$ cat src/rtl/auc_pkg.sv
// rtl/auc_pkg.sv - shared opcodes, RAM slot map and arbiter encodings for the AU complex
package auc_pkg;

    localparam int AUC_NREQ = 4;

    localparam logic [3:0] OP_NOP = 4'h0;
    localparam logic [3:0] OP_FA  = 4'h1;
    localparam logic [3:0] OP_MUL = 4'h2;
    localparam logic [3:0] OP_INV = 4'h3;

    localparam logic [4:0] X_KG  = 5'd0;
    localparam logic [4:0] Y_KG  = 5'd1;
    localparam logic [4:0] Z_KG  = 5'd2;
    localparam logic [4:0] X_P   = 5'd3;
    localparam logic [4:0] Y_P   = 5'd4;
    localparam logic [4:0] CURVE_A = 5'd5;
    localparam logic [4:0] TEMP0 = 5'd8;
    localparam logic [4:0] TEMP1 = 5'd9;
    localparam logic [4:0] TEMP2 = 5'd10;
    localparam logic [4:0] TEMP3 = 5'd11;
    localparam logic [4:0] TEMP4 = 5'd12;
    localparam logic [4:0] TEMP5 = 5'd13;
    localparam logic [4:0] TEMP6 = 5'd14;
    localparam logic [4:0] TEMP7 = 5'd15;
    localparam logic [4:0] TEMP8 = 5'd16;

    typedef enum logic [1:0] {
        ARB_IDLE  = 2'd0,
        ARB_GRANT = 2'd1,
        ARB_DRAIN = 2'd2
    } arb_state_t;

    function automatic int rr_next(input int idx, input int n);
        return (idx + 1) % n;
    endfunction

endpackage

$ cat src/rtl/auc_rr_pick.sv
// rtl/auc_rr_pick.sv - combinational round-robin picker: first request at or after ptr, wrapping
module auc_rr_pick #(
    parameter int NREQ = 4,
    parameter int IW   = 2
) (
    input  logic [NREQ-1:0] req,
    input  logic [IW-1:0]   ptr,
    output logic [NREQ-1:0] onehot,
    output logic [IW-1:0]   idx,
    output logic            any
);

    // Scan from the far end back toward ptr so the nearest request overwrites the rest.
    always_comb begin
        onehot = '0;
        idx    = '0;
        any    = 1'b0;
        for (int k = NREQ - 1; k >= 0; k--) begin
            if (req[(int'(ptr) + k) % NREQ]) begin
                onehot = '0;
                onehot[(int'(ptr) + k) % NREQ] = 1'b1;
                idx = IW'((int'(ptr) + k) % NREQ);
                any = 1'b1;
            end
        end
    end

endmodule

$ cat src/rtl/auc_au_arb.sv
// rtl/auc_au_arb.sv - round-robin owner arbiter for the shared AU and operand RAM ports
// Optional watchdog enabled by defining AUC_ARB_WDOG_EN.
module auc_au_arb
    import auc_pkg::*;
#(
    parameter int WIDTH    = 256,
    parameter int ADDR     = 5,
    parameter int NREQ     = AUC_NREQ,
    parameter int WDOG_CYC = 1023
) (
    input  logic                 clk,
    input  logic                 rst,
    input  logic [NREQ-1:0]      req_en,
    input  logic [NREQ-1:0]      req_start,
    input  logic [NREQ*4-1:0]    req_opcode,
    input  logic [NREQ*ADDR-1:0] req_radd,
    input  logic [NREQ-1:0]      req_wen,
    input  logic [NREQ*ADDR-1:0] req_wadd,
    input  logic [NREQ*WIDTH-1:0] req_wdat,
    input  logic [NREQ-1:0]      req_done,
    output logic [NREQ-1:0]      gnt,
    output logic [NREQ-1:0]      gnt_auvld,
    output logic [WIDTH-1:0]     gnt_audat,
    output logic                 au_start,
    output logic [3:0]           au_opcode,
    input  logic                 au_vld,
    input  logic [WIDTH-1:0]     au_dat,
    output logic [ADDR-1:0]      ram_radd,
    output logic                 ram_wen,
    output logic [ADDR-1:0]      ram_wadd,
    output logic [WIDTH-1:0]     ram_wdat,
    output logic                 arb_busy,
    output logic                 arb_err
);

    localparam int IW = (NREQ > 1) ? $clog2(NREQ) : 1;

    arb_state_t      state;
    arb_state_t      state_nxt;
    logic [IW-1:0]   owner;
    logic [IW-1:0]   rr_ptr;
    logic [IW-1:0]   pick_idx;
    logic [NREQ-1:0] pick_oh;
    logic [NREQ-1:0] gnt_q;
    logic            pick_any;
    logic [2:0]      outstanding;
    logic            fwd;
    logic            own_en;
    logic            own_done;
    logic            vld_ok;
    logic            release_own;
    logic            wdog_hit;

    auc_rr_pick #(
        .NREQ (NREQ),
        .IW   (IW)
    ) u_rr_pick (
        .req    (req_en),
        .ptr    (rr_ptr),
        .onehot (pick_oh),
        .idx    (pick_idx),
        .any    (pick_any)
    );

    assign own_en      = req_en[owner];
    assign own_done    = req_done[owner] & own_en;
    assign fwd         = (state == ARB_GRANT);
    // A result is only meaningful if something was started by the current owner.
    assign vld_ok      = au_vld && (outstanding != 3'd0) && (state != ARB_IDLE);
    assign release_own = wdog_hit || ((state == ARB_DRAIN) && (outstanding == 3'd0));

    always_ff @(posedge clk or negedge rst) begin
        if (!rst) begin
            state <= ARB_IDLE;
        end else begin
            state <= state_nxt;
        end
    end

    always_comb begin
        state_nxt = state;
        unique case (state)
            ARB_IDLE:  if (pick_any) state_nxt = ARB_GRANT;
            ARB_GRANT: if (own_done || !own_en) state_nxt = ARB_DRAIN;
            ARB_DRAIN: if (outstanding == 3'd0) state_nxt = ARB_IDLE;
            default:   state_nxt = ARB_IDLE;
        endcase
        if (wdog_hit) state_nxt = ARB_IDLE;
    end

    always_comb begin
        au_start  = 1'b0;
        au_opcode = '0;
        ram_radd  = '0;
        ram_wen   = 1'b0;
        ram_wadd  = '0;
        ram_wdat  = '0;
        if (fwd) begin
            au_start  = req_start[owner];
            au_opcode = req_opcode[int'(owner)*4 +: 4];
            ram_radd  = req_radd[int'(owner)*ADDR +: ADDR];
            ram_wen   = req_wen[owner];
            ram_wadd  = req_wadd[int'(owner)*ADDR +: ADDR];
            ram_wdat  = req_wdat[int'(owner)*WIDTH +: WIDTH];
        end
        gnt_auvld = vld_ok ? gnt_q : '0;
        arb_busy  = (state != ARB_IDLE);
    end

    assign gnt       = gnt_q;
    assign gnt_audat = au_dat;

    always_ff @(posedge clk or negedge rst) begin
        if (!rst) begin
            owner  <= '0;
            rr_ptr <= '0;
            gnt_q  <= '0;
        end else if (release_own) begin
            gnt_q  <= '0;
            rr_ptr <= IW'(rr_next(int'(owner), NREQ));
        end else if ((state == ARB_IDLE) && pick_any) begin
            owner <= pick_idx;
            gnt_q <= pick_oh;
        end
    end

    // Start and result in the same cycle cancel; the counter never wraps either way.
    always_ff @(posedge clk or negedge rst) begin
        if (!rst) begin
            outstanding <= 3'd0;
        end else if (wdog_hit) begin
            outstanding <= 3'd0;
        end else if (au_start && !vld_ok && (outstanding != 3'd7)) begin
            outstanding <= outstanding + 3'd1;
        end else if (vld_ok && !au_start) begin
            outstanding <= outstanding - 3'd1;
        end
    end

`ifdef AUC_ARB_WDOG_EN
    localparam int WW = $clog2(WDOG_CYC + 1);

    logic [WW-1:0] wdog_cnt;

    always_ff @(posedge clk or negedge rst) begin
        if (!rst) begin
            wdog_cnt <= '0;
        end else if ((state == ARB_IDLE) || wdog_hit || au_start || ram_wen || au_vld) begin
            wdog_cnt <= '0;
        end else begin
            wdog_cnt <= wdog_cnt + 1'b1;
        end
    end

    assign wdog_hit = (state != ARB_IDLE) && (wdog_cnt == WW'(WDOG_CYC));
    assign arb_err  = wdog_hit;
`else
    assign wdog_hit = (WDOG_CYC < 0);
    assign arb_err  = 1'b0;
`endif

endmodule

$ cat config.mk
export PLATFORM = sky130hd
export DESIGN_NAME = auc_au_arb
export DESIGN_NICKNAME = d
export VERILOG_FILES = /design/src/rtl/auc_pkg.sv /design/src/rtl/auc_rr_pick.sv /design/src/rtl/auc_au_arb.sv
export SDC_FILE = /design/constraint.sdc
export NUM_CORES = 1
export LEC_CHECK = 0
export CAP_MARGIN = 20
export CORE_AREA = 2 2 734 736
export CTS_BUF_LIST = sky130_fd_sc_hd__clkbuf_16
export DETAILED_ROUTE_END_ITERATION = 16
export DIE_AREA = 0 0 736 738
export PLACE_DENSITY_LB_ADDON = 0.05
export RECOVER_POWER = 50
export SYNTH_ARGS = -nofsm -noshare
export SYNTH_HDL_FRONTEND = slang
export SYNTH_SLANG_ARGS = --single-unit
$ cat constraint.sdc
create_clock -name clk -period 4.4 [get_ports clk]
set_input_delay 0.66 -clock clk [delete_from_list [all_inputs] [get_ports clk]]
set_output_delay 0.66 -clock clk [all_outputs]
set_load 0.1 [all_outputs]
## Word level (Yosys, flattened, before mapping)

Cells that the tools add are included.

- Shift operators: 4
- Equality and inequality tests: 6
- Add/subtract/negate cells: 6
- Bitwise operators: 5
- Multiplexer cells: 54
- $mul: 1
- Reductions and logical operators: 26
- Order comparisons: 9

Operators by type and width:

| kind | number |
|---|---|
| 1024-bit by 11-bit variable part select with 256-bit output | 1 |
| 256-bit two-way mux | 1 |
| 4-bit two-way mux | 8 |
| 20-bit by 32-bit variable part select with 5-bit output | 1 |
| 1-bit two-way mux | 21 |
| 20-bit by 6-bit variable part select with 5-bit output | 1 |
| 1-bit binary-select mux with 2-bit select | 8 |
| 16-bit by 5-bit variable part select with 4-bit output | 1 |
| 2-bit two-way mux | 7 |
| 3-bit by 4-bit < comparator with 1-bit output (second input constant) | 3 |
| 1-bit logical AND | 11 |
| 5-bit two-way mux | 2 |
| 3-bit by 1-bit >= comparator with 1-bit output (second input constant) | 3 |
| 1-bit demux with 2-bit select | 4 |
| 2-bit by 3-bit < comparator with 1-bit output (second input constant) | 2 |
| 3-bit two-way mux | 2 |
| 2-bit one-hot mux with 3 select lines | 1 |
| 2-bit nonzero test | 3 |
| 2-bit OR reduction | 3 |
| 2-bit by 3-bit multiplier with 5-bit output (second input constant) | 1 |
| 2-bit by 1-bit adder with 2-bit output (second input constant) | 2 |
| 2-bit adder (second input constant) | 2 |
| 2-bit by 1-bit inequality test with 1-bit output (second input constant) | 2 |
| 3-bit by 1-bit adder with 3-bit output (second input constant) | 1 |
| other kinds (16) | 20 |

- Output and inout port bits: 538
- Flip-flop bits (word level): 13
- Logic and storage cells: 116
- Bits of input ports: 1,355

## Logic depth before layout (Yosys ltp)

Gate-level depths: netlist (run 1).

- Depth in word-level cells: 13
- Mapped depth: 10
- Gate-level depth less buffers: 9

## Modules after synthesis

A second synthesis (run 1) with hierarchy kept.

- Cells, all modules: 1,026
- Area, all modules: 11,419.7 um^2

By module, submodules not included:

| module | times used | cells each | seq. area each (um^2) | area each (um^2) |
|---|---|---|---|---|
| auc_au_arb | 1 | 965 | 325.3 | 10,910.5 |
| auc_rr_pick | 1 | 61 | 0.0 | 509.2 |

## Worst setup path after synthesis (run 1)

Ideal clock, no wire load.

- Path kind: input to register
- Start point: input port req_start[1]
- End point: register outstanding[1]
- Arrival time: 2,836 ps
- Path buffers: 0
- Slack: 1,427 ps
- Stages on the path: 8
- Setup time: 137 ps
- Data required time: 4,263 ps
- Cells stage by stage: mux4_2 > nand2_1 > inv_1 > o21ai_1 > a21o_1 > fa_1 > a221oi_1 > a21oi_1

- Cells in the longest elaborated chain, start to end: 6
- Elaborated cells between the ends (all ways): 9
- Classes of those cells: 4 x mux; 5 x reduce/logical

Ends and longest elaborated chain:

| what | RTL line | RTL |
|---|---|---|
| start: declaration | auc_au_arb.sv:14 | `input logic [NREQ-1:0] req_start,` |
| 1-bit binary-select mux with 2-bit select (*) | auc_au_arb.sv:99 | `au_start = req_start[owner];` |
| 1-bit two-way mux (implied by the code) (*) | auc_au_arb.sv:99 |  |
| 1-bit two-way mux (*) | auc_au_arb.sv:98 | `if (fwd) begin` |
| named net au_start | auc_au_arb.sv:24 | `output logic au_start,` |
| 1-bit logical AND / 1-bit logical NOT (equally long branches) | auc_au_arb.sv:133, auc_au_arb.sv:135 |  |
| 1-bit logical AND, on equally long branches | auc_au_arb.sv:133, auc_au_arb.sv:135 |  |
| 3-bit two-way mux / 2-bit nonzero test (equally long branches) | -- |  |
| end signal: assignment | auc_au_arb.sv:134 | `outstanding <= outstanding + 3'd1;` |
| end signal: assignment | auc_au_arb.sv:136 | `outstanding <= outstanding - 3'd1;` |
| end: declaration | auc_au_arb.sv:46 | `logic [2:0] outstanding;` |

Mark *: on every way through the listed nets, which the timed path passes. The rest lies on a longest branch. The select of a mux whose other input is x is not followed.
A chain may end at the register's enable or synchronous reset.

## Worst setup path after layout (run 1)

- Start point: input port req_wdat[799]
- End point: output port ram_wdat[31]

- Cells in the longest elaborated chain, start to end: 2

Ends and longest elaborated chain:

| what | RTL line | RTL |
|---|---|---|
| start: declaration | auc_au_arb.sv:19 | `input logic [NREQ*WIDTH-1:0] req_wdat,` |
| 1024-bit by 11-bit variable part select with 256-bit output | auc_au_arb.sv:104 | `ram_wdat = req_wdat[int'(owner)*WIDTH +: WIDTH];` |
| 256-bit two-way mux | auc_au_arb.sv:98 |  |
| end: declaration | auc_au_arb.sv:31 | `output logic [WIDTH-1:0] ram_wdat,` |

Every way passes these cells.

==> out/results.ini, run 1 <==
[sta]
tightest_slew_ns = 1.42
fin_crit_ns = 3.88
fmax_mhz = 258
skew_ns = 0.00402
hold_viol_final = 0
drv_slew = 0
slew_headroom_pct = 5.75
tns_ns = 0
rsz0062_at_grt = false
setup_viol = 0
finalCritPeriodShare_pct = 88.2

[worst_setup_path]
cp_slowest_cell = clkdlybuf4s50_1
startpoint = req_wdat[799]
cpPeakStageDelay_ns = 0.96
crit_path_end_kind = output port
worstPathRequired_ns = 3.74
crit_arrival_ns = 3.22
crit_fanout = 1
crit_buf_inv = 2
rrSetupSlack_ns = 1.13
startpoint_type = input pin
path_class = input pin to output port
crit_chain = clkdlybuf4s50_1, mux4_2, and2_1, clkdlybuf4s50_1
crit_path_frequent_cell = clkdlybuf4s50_1
r2r-start = owner[0]$_DFFE_PN0P_
cp_top_family = buffers and inverters

[final_layout]
drive_above_1_share_pct = 28.7
finalNetCount = 3480
post-route-util_pct = 5.94
syn2layout_area_growth_pct = 180

[drt]
post_drt_wl_per_cell_um = 32.3
drcViolationCount = 0
first_pass_iters = 4
drt-vias-per-instance = 1.74
ant_nets = 0
drtIter0Drc = 730
drt_wl_total_mm = 298
dr_total_vias = 16100

[yosys]
synth-seq-area-share_pct = 2.87
async_flop_share_pct = 100
synth_nets = 2403
yosys-top-cells-area = mux4_2, buf_4, and2_1
ys_warn_count = 0
synth_cells = 1039
ys.flop_type = dfrtp_1
syn_avg_cell_area_um2 = 10.9
synth.distinct_cells = 44
synth_top_area_share_pct = 54.4
synth_area_um2 = 11400
synth-seq-cells = 13
synth_edf_count = 0
yosysTopAreaCell = mux4_2

[clock_tree]
cts_setup_buffers = 0
clk_pin_slew_ns = 0.06
root_buffer = clkbuf_16
clk_latency_ns = 0.25
cts.path.max_buffers = 2
holdBufCountCts = 0
cts_made_buffers = 3
cts_tree = done
cts_sinks = 13
post_cts_resized = 0
h-tree-depth = 1

[power]
pwr-share-comb_pct = 97.1
switchingPower_w = 0.0137
powerDensity_nw_per_um2 = 617
peakVddDrop_mv = 0.304
leakagePower_nw = 9.18
intPower_w = 0.00592
p_seq_share_pct = 2.0
switching_share_pct = 69.8
pwr-share-clk_pct = 1.0

[die]
die-area_um2 = 543000
die_width_um = 736
rows = 269
pin_count = 1893
design.core.area_um2 = 535000
start_util_pct = 2.12
chipHeight_um = 738

[status]
status = completed

[grt]
track_usage_pct = 10.5
grt.overflow.total = 0
antenna_found_initial = 428
grt_max_degree = 41
grt_pass1_wl_mm = 337
grt_pass1_vias = 16700

[min_path]
hp-start = outstanding[2]$_DFFE_PN0P_
hold_class = register to register

[place]
port_buffers = 1379
dp_hpwl_mm = 282
place_congestion = 0.790

[job]
cap_violations = 0

## sequential cells by signal, indices dropped and copies added (netlist names)
name	cells
state	2
owner	2
rr_ptr	2
gnt	4
outstanding	3
## kinds of logic (layout without fill, tap and decap cells)
family          after synthesis  count (layout)  share of synthesized area, %
compound gates               47              47                          2.88
xor+xnor                      1               1                        0.0772
fa+ha+maj                     9               9                          1.06
buf+inv                     363            1439                          21.1
flops                        13              13                          2.87
mux                         277             277                          54.6
other cells                   1              74                        0.0330
simple gates                328             328                          17.4
## final timing paths
| path | depth (start not counted) | end |
|---|---|---|
| max | 4 | ram_wdat[31] |
| min in group asynchronous | 1 | gnt[3]$_DFFE_PN0P_ |
| max in group asynchronous | 1 | owner[1]$_DFFE_PN0P_ |
| max reg2reg | 9 | outstanding[1]$_DFFE_PN0P_ |
| min | 1 | outstanding[2]$_DFFE_PN0P_ |
| min reg2reg | 1 | outstanding[2]$_DFFE_PN0P_ |
## cell usage in the layout, fill, tap and decap left out, types with 2 or more instances in the layout
cell type,count
clkdlybuf4s50_1,1100
buf_4,299
and2_1,277
mux4_2,274
diode_2,73
buf_12,22
nand2_1,21
o21ai_0,11
nor2_1,11
dfrtp_1,11
ha_1,8
inv_1,7
a21oi_1,6
clkbuf_1,6
o21ai_1,4
nor3_1,3
a21o_1,3
a32oi_1,3
o22ai_1,3
and2_0,3
a2111oi_1,3
mux2i_1,3
clkbuf_16,3
or2_2,2
nand2b_1,2
a211oi_1,2
nor2b_1,2
a31oi_1,2
nor3b_1,2
dlygate4sd3_1,2
dfrtp_4,2
## routing by layer
| metal | vias to the layer above | part of all wire, % | track usage (%) |
|---|---|---|---|
| li1 | 5935 | - | - |
| met1 | 7467 | 38 | 11.8 |
| met2 | 1748 | 47 | 17.8 |
| met3 | 703 | 13 | 5.83 |
| met4 | 222 | 2.0 | 0.995 |
| met5 | - | 0.50 | 0 |
## worst register-to-register path: stages (launching register included)
cell and delay [ns]:
dfrtp_4 0.67, buf_12 0.29, mux4_2 0.63, nand2_1 0.18, inv_1 0.15, o21ai_0 0.25, a21o_1 0.15, fa_1 0.45
a221oi_1 0.29, a21oi_1 0.07
## synthesized netlist by cell type (5+ instances only)
library cell,count
and2_1,277
mux4_2,274
buf_4,259
clkbuf_1,46
buf_2,35
nand2_1,21
buf_1,15
dfrtp_1,13
nor2_1,12
o21ai_0,10
ha_1,8
a21oi_1,6
inv_1,6
o21ai_1,5
## cell type report
class | instances | area, µm²
inverters | 6 | 22.5
fillers | 62900 | 503000
multi-input cells | 663 | 8640
diodes | 73 | 183
clock buffers | 3 | 75.1
well taps | 7046 | 8820
clock inverters | 1 | 3.75
flip-flops and latches | 13 | 333
repair buffers | 1429 | 13700
## power groups by stage
stage          registers [W]  logic, W  clock network (W)
6_report            0.000386    0.0191           0.000187
5_1_grt             0.000419    0.0200           0.000198
4_1_cts             0.000414    0.0198           0.000196
3_5_place_dp        0.000416    0.0198                  0
3_3_place_gp        0.000416    0.0199                  0
2_1_floorplan       0.000345    0.0136                  0
## through the flow
stage / hold WS, ns / instance area [µm²] / instances / power, W / setup slack [ns]
global placement: 0.575 / 31600 / 9157 / 0.0203 / 0.576
global route: 0.610 / 31700 / 9173 / 0.0206 / 0.468
detailed placement: 0.581 / 31600 / 9157 / 0.0202 / 0.621
finish: 0.583 / 31800 / 9234 / 0.0196 / 0.518
CTS: 0.588 / 31700 / 9161 / 0.0204 / 0.601
floorplan: 0.364 / 11400 / 1039 / 0.0140 / 1.43
Note: power is estimated with default switching activity, not from simulation.
==> inputs of run 2 (changes only) <==
--- a/config.mk
+++ b/config.mk
@@ -6,10 +6,10 @@
 export NUM_CORES = 1
 export LEC_CHECK = 0
 export CAP_MARGIN = 20
-export CORE_AREA = 2 2 734 736
-export CTS_BUF_LIST = sky130_fd_sc_hd__clkbuf_16
+export CORE_AREA = 2 2 728 730
+export CTS_BUF_LIST = sky130_fd_sc_hd__clkbuf_4 sky130_fd_sc_hd__clkbuf_8 sky130_fd_sc_hd__clkbuf_16
 export DETAILED_ROUTE_END_ITERATION = 16
-export DIE_AREA = 0 0 736 738
+export DIE_AREA = 0 0 730 732
 export PLACE_DENSITY_LB_ADDON = 0.05
 export RECOVER_POWER = 50
 export SYNTH_ARGS = -nofsm -noshare
==> constraint.sdc (replaced) <==
create_clock -name clk -period 4.36 [get_ports clk]
set_input_delay 0.654 -clock clk [delete_from_list [all_inputs] [get_ports clk]]
set_output_delay 0.654 -clock clk [all_outputs]
set_load 0.1 [all_outputs]
==> run 2 against run 1 <==
  * Via count shrank 0.19%
  * Wire length decreased by 4.7%
  * Total power is 4.5% higher
  * Critical path depth rose by 2
  * Count of clock-buffer cells in the layout unchanged
  * Highest routed layer unchanged
  * First-iteration DRC count is 3.0% lower
==> out/results.ini, run 2 (synthesis gave the netlist of run 1 again) <==
[final_layout]
multiInputGateArea_um2 = 8640
final_cell_mix = clkdlybuf4s50_1, and2_1, mux4_2, buf_4, buf_12
instances_no_fill = 9183
ff_latch_area_um2 = 333
syn2layout_area_growth_pct = 187
finalNetCount = 3490
fillCellCount = 61700
fin_area_um2 = 32600
largest_reg_flops = 4
drive_above_1_share_pct = 29.2
mostFrequentLayoutCell = clkdlybuf4s50_1

[clock_tree]
post_cts_resized = 0
clk_latency_ns = 0.26
cts_made_buffers = 3
root_buffer = clkbuf_16
h-tree-depth = 1
cts_tree = done
holdBufCountCts = 0
cts.path.max_buffers = 2
cts_sinks = 13
clk_pin_slew_ns = 0.07
cts_setup_buffers = 0

[power]
fin_total_pwr_w = 0.0205
switching_share_pct = 67.9
switchingPower_w = 0.0139
intPower_w = 0.00659
pwr-share-comb_pct = 97.1
leakagePower_nw = 9.43
peakVddDrop_mv = 0.303
pwr-share-clk_pct = 1.0
powerDensity_nw_per_um2 = 630
p_seq_share_pct = 2.0

[grt]
grt_max_degree = 64
grt_pass1_wl_mm = 325
track_usage_pct = 10.2
antenna_found_initial = 393
grt.overflow.total = 0
grt_pass1_vias = 16800

[place]
dp_slack_ns = 1.03
placed_area_um2 = 32300
place_inst = 9115
dp_hpwl_mm = 268
port_buffers = 1379
place_congestion = 0.777

[sta]
rsz0062_at_grt = false
finalCritPeriodShare_pct = 78.5
slew_headroom_pct = 31.5
tightest_slew_ns = 1.02
fmax_mhz = 292
fin_crit_ns = 3.42
skew_ns = 0.0142
layout_setup_ws_ns = 0.937
drv_slew = 0
tns_ns = 0
hold_viol_final = 0
setup_viol = 0

[drt]
drtIter0Drc = 708
drcViolationCount = 0
drt-vias-per-instance = 1.75
dr_total_vias = 16000
ant_nets = 0
first_pass_iters = 4
drt_wl_total_mm = 284
post_drt_wl_per_cell_um = 31.0

[die]
pin_count = 1893
design.core.area_um2 = 527000
die_width_um = 730
chipHeight_um = 732
rows = 267
start_util_pct = 2.15
die-area_um2 = 534000

[status]
status = completed

[worst_setup_path]
startpoint_type = register
crit_arrival_ns = 2.77
crit_path_end_kind = output port
path_class = register to output port
worstPathRequired_ns = 3.71
crit_fanout = 38

[job]
cap_violations = 0

[min_path]
hold_class = register to register

[run 2: cell count changes in the layout (fill, tap and decap cells not counted), sizes merged]
cell and change:
buf +15, clkbuf -6, clkdlybuf4s50 -4, clkinv +1, diode -9, dlygate4sd3 +5
inv -1
[run 2: path summary, 6_finish.rpt]
check | from | end | slack (ns) | cells after the start
max reg2reg | rr_ptr[1]$_DFFE_PN0P_ | gnt[2]$_DFFE_PN0P_ | 1.41 | 6
min reg2reg | outstanding[2]$_DFFE_PN0P_ | outstanding[2]$_DFFE_PN0P_ | 0.55 | 1
max in group asynchronous | rst | owner[1]$_DFFE_PN0P_ | 2.63 | 1
min | outstanding[2]$_DFFE_PN0P_ | outstanding[2]$_DFFE_PN0P_ | 0.55 | 1
min in group asynchronous | rst | outstanding[2]$_DFFE_PN0P_ | 0.99 | 1
max | owner[0]$_DFFE_PN0P_ | ram_wdat[123] | 0.94 | 6
[run 2: cell type report]
class	count	share of cell area, %
Clock inverter	1	0.0154
Inverter	6	0.0691
Clock buffer	3	0.230
Multi-Input combinational cell	663	26.5
Tap cell	6994	26.9
Sequential cell	13	1.02
Antenna cell	64	0.492
Timing Repair Buffer	1439	44.8
[run 2: worst max-delay path: stages, from the launching register on]
cell	delay [ns]
dfrtp_4	0.56
buf_12	0.22
buf_12	0.28
buf_4	0.26
mux4_2	0.51
and2_1	0.20
buf_12	0.17
[run 2: power groups by stage]
stage               clock network, W  registers [W]  logic [W]
global route                0.000211       0.000436     0.0209
finish                      0.000197       0.000400     0.0199
CTS                         0.000206       0.000435     0.0207
floorplan                          0       0.000348     0.0137
detailed placement                 0       0.000436     0.0207
global placement                   0       0.000440     0.0207
[run 2: per-layer routing]
| metal | GRT usage, % | vias to the layer above | wire length, µm |
|---|---|---|---|
| met3 | 4.75 | 690 | 32700 |
| met2 | 17.0 | 1641 | 129000 |
| li1 | - | 5951 | - |
| met5 | 0 | - | 1220 |
| met4 | 1.12 | 186 | 5970 |
| met1 | 12.2 | 7576 | 115000 |
[run 2: per-stage QoR]
step                      hold WS, ns  util, %
after detailed placement        0.543     6.14
after floorplan                 0.358        -
after CTS                       0.553     6.15
after global routing            0.577     6.16
final                           0.548     6.18
after global placement          0.558     6.14
==> inputs of run 3 (changes only) <==
--- a/config.mk
+++ b/config.mk
@@ -6,10 +6,10 @@
 export NUM_CORES = 1
 export LEC_CHECK = 0
 export CAP_MARGIN = 20
-export CORE_AREA = 2 2 728 730
+export CORE_AREA = 2 2 736 738
 export CTS_BUF_LIST = sky130_fd_sc_hd__clkbuf_4 sky130_fd_sc_hd__clkbuf_8 sky130_fd_sc_hd__clkbuf_16
 export DETAILED_ROUTE_END_ITERATION = 16
-export DIE_AREA = 0 0 730 732
+export DIE_AREA = 0 0 738 740
 export PLACE_DENSITY_LB_ADDON = 0.05
 export RECOVER_POWER = 50
 export SYNTH_ARGS = -nofsm -noshare
==> constraint.sdc (replaced) <==
create_clock -name clk -period 2.9 [get_ports clk]
set_input_delay 0.435 -clock clk [delete_from_list [all_inputs] [get_ports clk]]
set_output_delay 0.435 -clock clk [all_outputs]
set_load 0.1 [all_outputs]
==> run 3 against run 2 <==
  * Register-to-register slack got worse by 1.2 ns
  * First-iteration DRC count fell by 3.8%
  * Via count shrank 0.49%
  * Count of clock-buffer cells in the layout up 1
  * Utilization increased by 0.52 points
  * Combinational power up 76%
  * Hold slack better by 0.027 ns
  * Die area increased by 2.2%
  * Sequential share of layout area fell by 0.10 points
==> out/results.ini, run 3 (synthesis gave the netlist of run 1 again) <==
[status]
status = completed

[power]
peakVddDrop_mv = 0.292
powerDensity_nw_per_um2 = 990
fin_total_pwr_w = 0.0358
leakagePower_nw = 10.5

[sta]
fin_crit_ns = 2.88
skew_ns = 0.0111
tightest_slew_ns = 0.737
setup_viol = 0
hold_viol_final = 0
drv_slew = 0
rsz0062_at_grt = true
fmax_mhz = 347
finalCritPeriodShare_pct = 99.3
slew_headroom_pct = 50.7

[final_layout]
finalNetCount = 3540
fillCellCount = 62900
drive_above_1_share_pct = 31.7
ff_latch_area_um2 = 333
final_cell_mix = clkdlybuf4s50_1, buf_12, mux4_2, and2_1, buf_4
largest_reg_flops = 4
fin_area_um2 = 36100
mostFrequentLayoutCell = clkdlybuf4s50_1
multiInputGateArea_um2 = 8680
syn2layout_area_growth_pct = 218

[drt]
dr_total_vias = 16000
drtIter0Drc = 681
ant_nets = 0
drt_wl_total_mm = 286
post_drt_wl_per_cell_um = 30.3
drt-vias-per-instance = 1.69
drcViolationCount = 0
first_pass_iters = 4

[die]
die_width_um = 738
chipHeight_um = 740
start_util_pct = 2.11
die-area_um2 = 546000
rows = 270
pin_count = 1893
design.core.area_um2 = 539000

[clock_tree]
clk_pin_slew_ns = 0.06
cts_tree = done
clk_latency_ns = 0.26
cts_sinks = 13
h-tree-depth = 1
cts_made_buffers = 3
root_buffer = clkbuf_16
cts.path.max_buffers = 2
holdBufCountCts = 0

[worst_setup_path]
path_class = register to output port
worstPathRequired_ns = 2.47
crit_arrival_ns = 2.44
crit_path_end_kind = output port
crit_fanout = 15
startpoint_type = register

[grt]
grt.overflow.total = 0
antenna_found_initial = 381
track_usage_pct = 10.0
grt_pass1_vias = 16700
grt_pass1_wl_mm = 325
grt_max_degree = 48

[job]
cap_violations = 0

[place]
place_congestion = 0.765
dp_hpwl_mm = 271
placed_area_um2 = 35600
port_buffers = 1379

[min_path]
hold_class = register to register

run 3: cell type report:
class                           instances  share of cell area, %
Antenna cell                           51                  0.353
Clock buffer                            4                  0.229
Inverter                                6                 0.0727
Multi-Input combinational cell        663                   24.0
Sequential cell                        13                  0.921
Tap cell                             7208                   25.0
Timing Repair Buffer                 1489                   49.5
run 3: what timing repair did:
action / CTS / global route
setup buffers: 11 / 3
setup endpoints to repair: 79 / 44
gates cloned: 2 / 0
pin swaps: 1 / 1
resized for setup: 17 / 9
run 3: per-layer routing:
layer	GRT usage, %	routed length [µm]	vias to the layer above
li1	-	-	6035
met3	5.96	39600	650
met5	0	1510	-
met1	11.9	115000	7460
met4	0.566	4090	222
met2	16.0	125000	1598
run 3: metrics by stage:
step                      TNS [ns]  setup slack, ns  instances  hold WS (ns)  util (%)
after floorplan                  0           0.0134       1039         0.139         -
after global placement      -0.401           -0.277       9363         0.589      6.61
after detailed placement    -0.163           -0.163       9363         0.553      6.61
after CTS                   -0.162          -0.0257       9380         0.557      6.67
after global routing        -0.346          -0.0397       9386         0.576      6.68
final                            0           0.0215       9434         0.575      6.71
run 3: worst max-delay path, stage by stage (launching register included):
cell     delay (ns)
dfrtp_4        0.48
buf_16         0.18
buf_4          0.28
mux4_2         0.66
and2_1         0.25
buf_12         0.17
run 3: final timing paths:
| kind | startpoint | endpoint | slack (ns) | depth (start not counted) |
|---|---|---|---|---|
| worst max-delay path | owner[0]$_DFFE_PN0P_ | ram_wdat[68] | 0.02 | 5 |
| worst min register to register | outstanding[2]$_DFFE_PN0P_ | outstanding[2]$_DFFE_PN0P_ | 0.58 | 1 |
| min in group asynchronous | rst | outstanding[0]$_DFFE_PN0P_ | 0.60 | 1 |
| max in group asynchronous | rst | gnt[2]$_DFFE_PN0P_ | 1.56 | 2 |
| worst max register to register | owner[0]$_DFFE_PN0P_ | outstanding[1]$_DFFE_PN0P_ | 0.25 | 9 |
| worst min-delay path | outstanding[2]$_DFFE_PN0P_ | outstanding[2]$_DFFE_PN0P_ | 0.58 | 1 |
run 3: power breakdown:
part           internal (W)  switching, W  total (W)
clock network      0.000196     0.0000998   0.000296
logic                0.0133        0.0217     0.0350
registers          0.000284      0.000193   0.000477
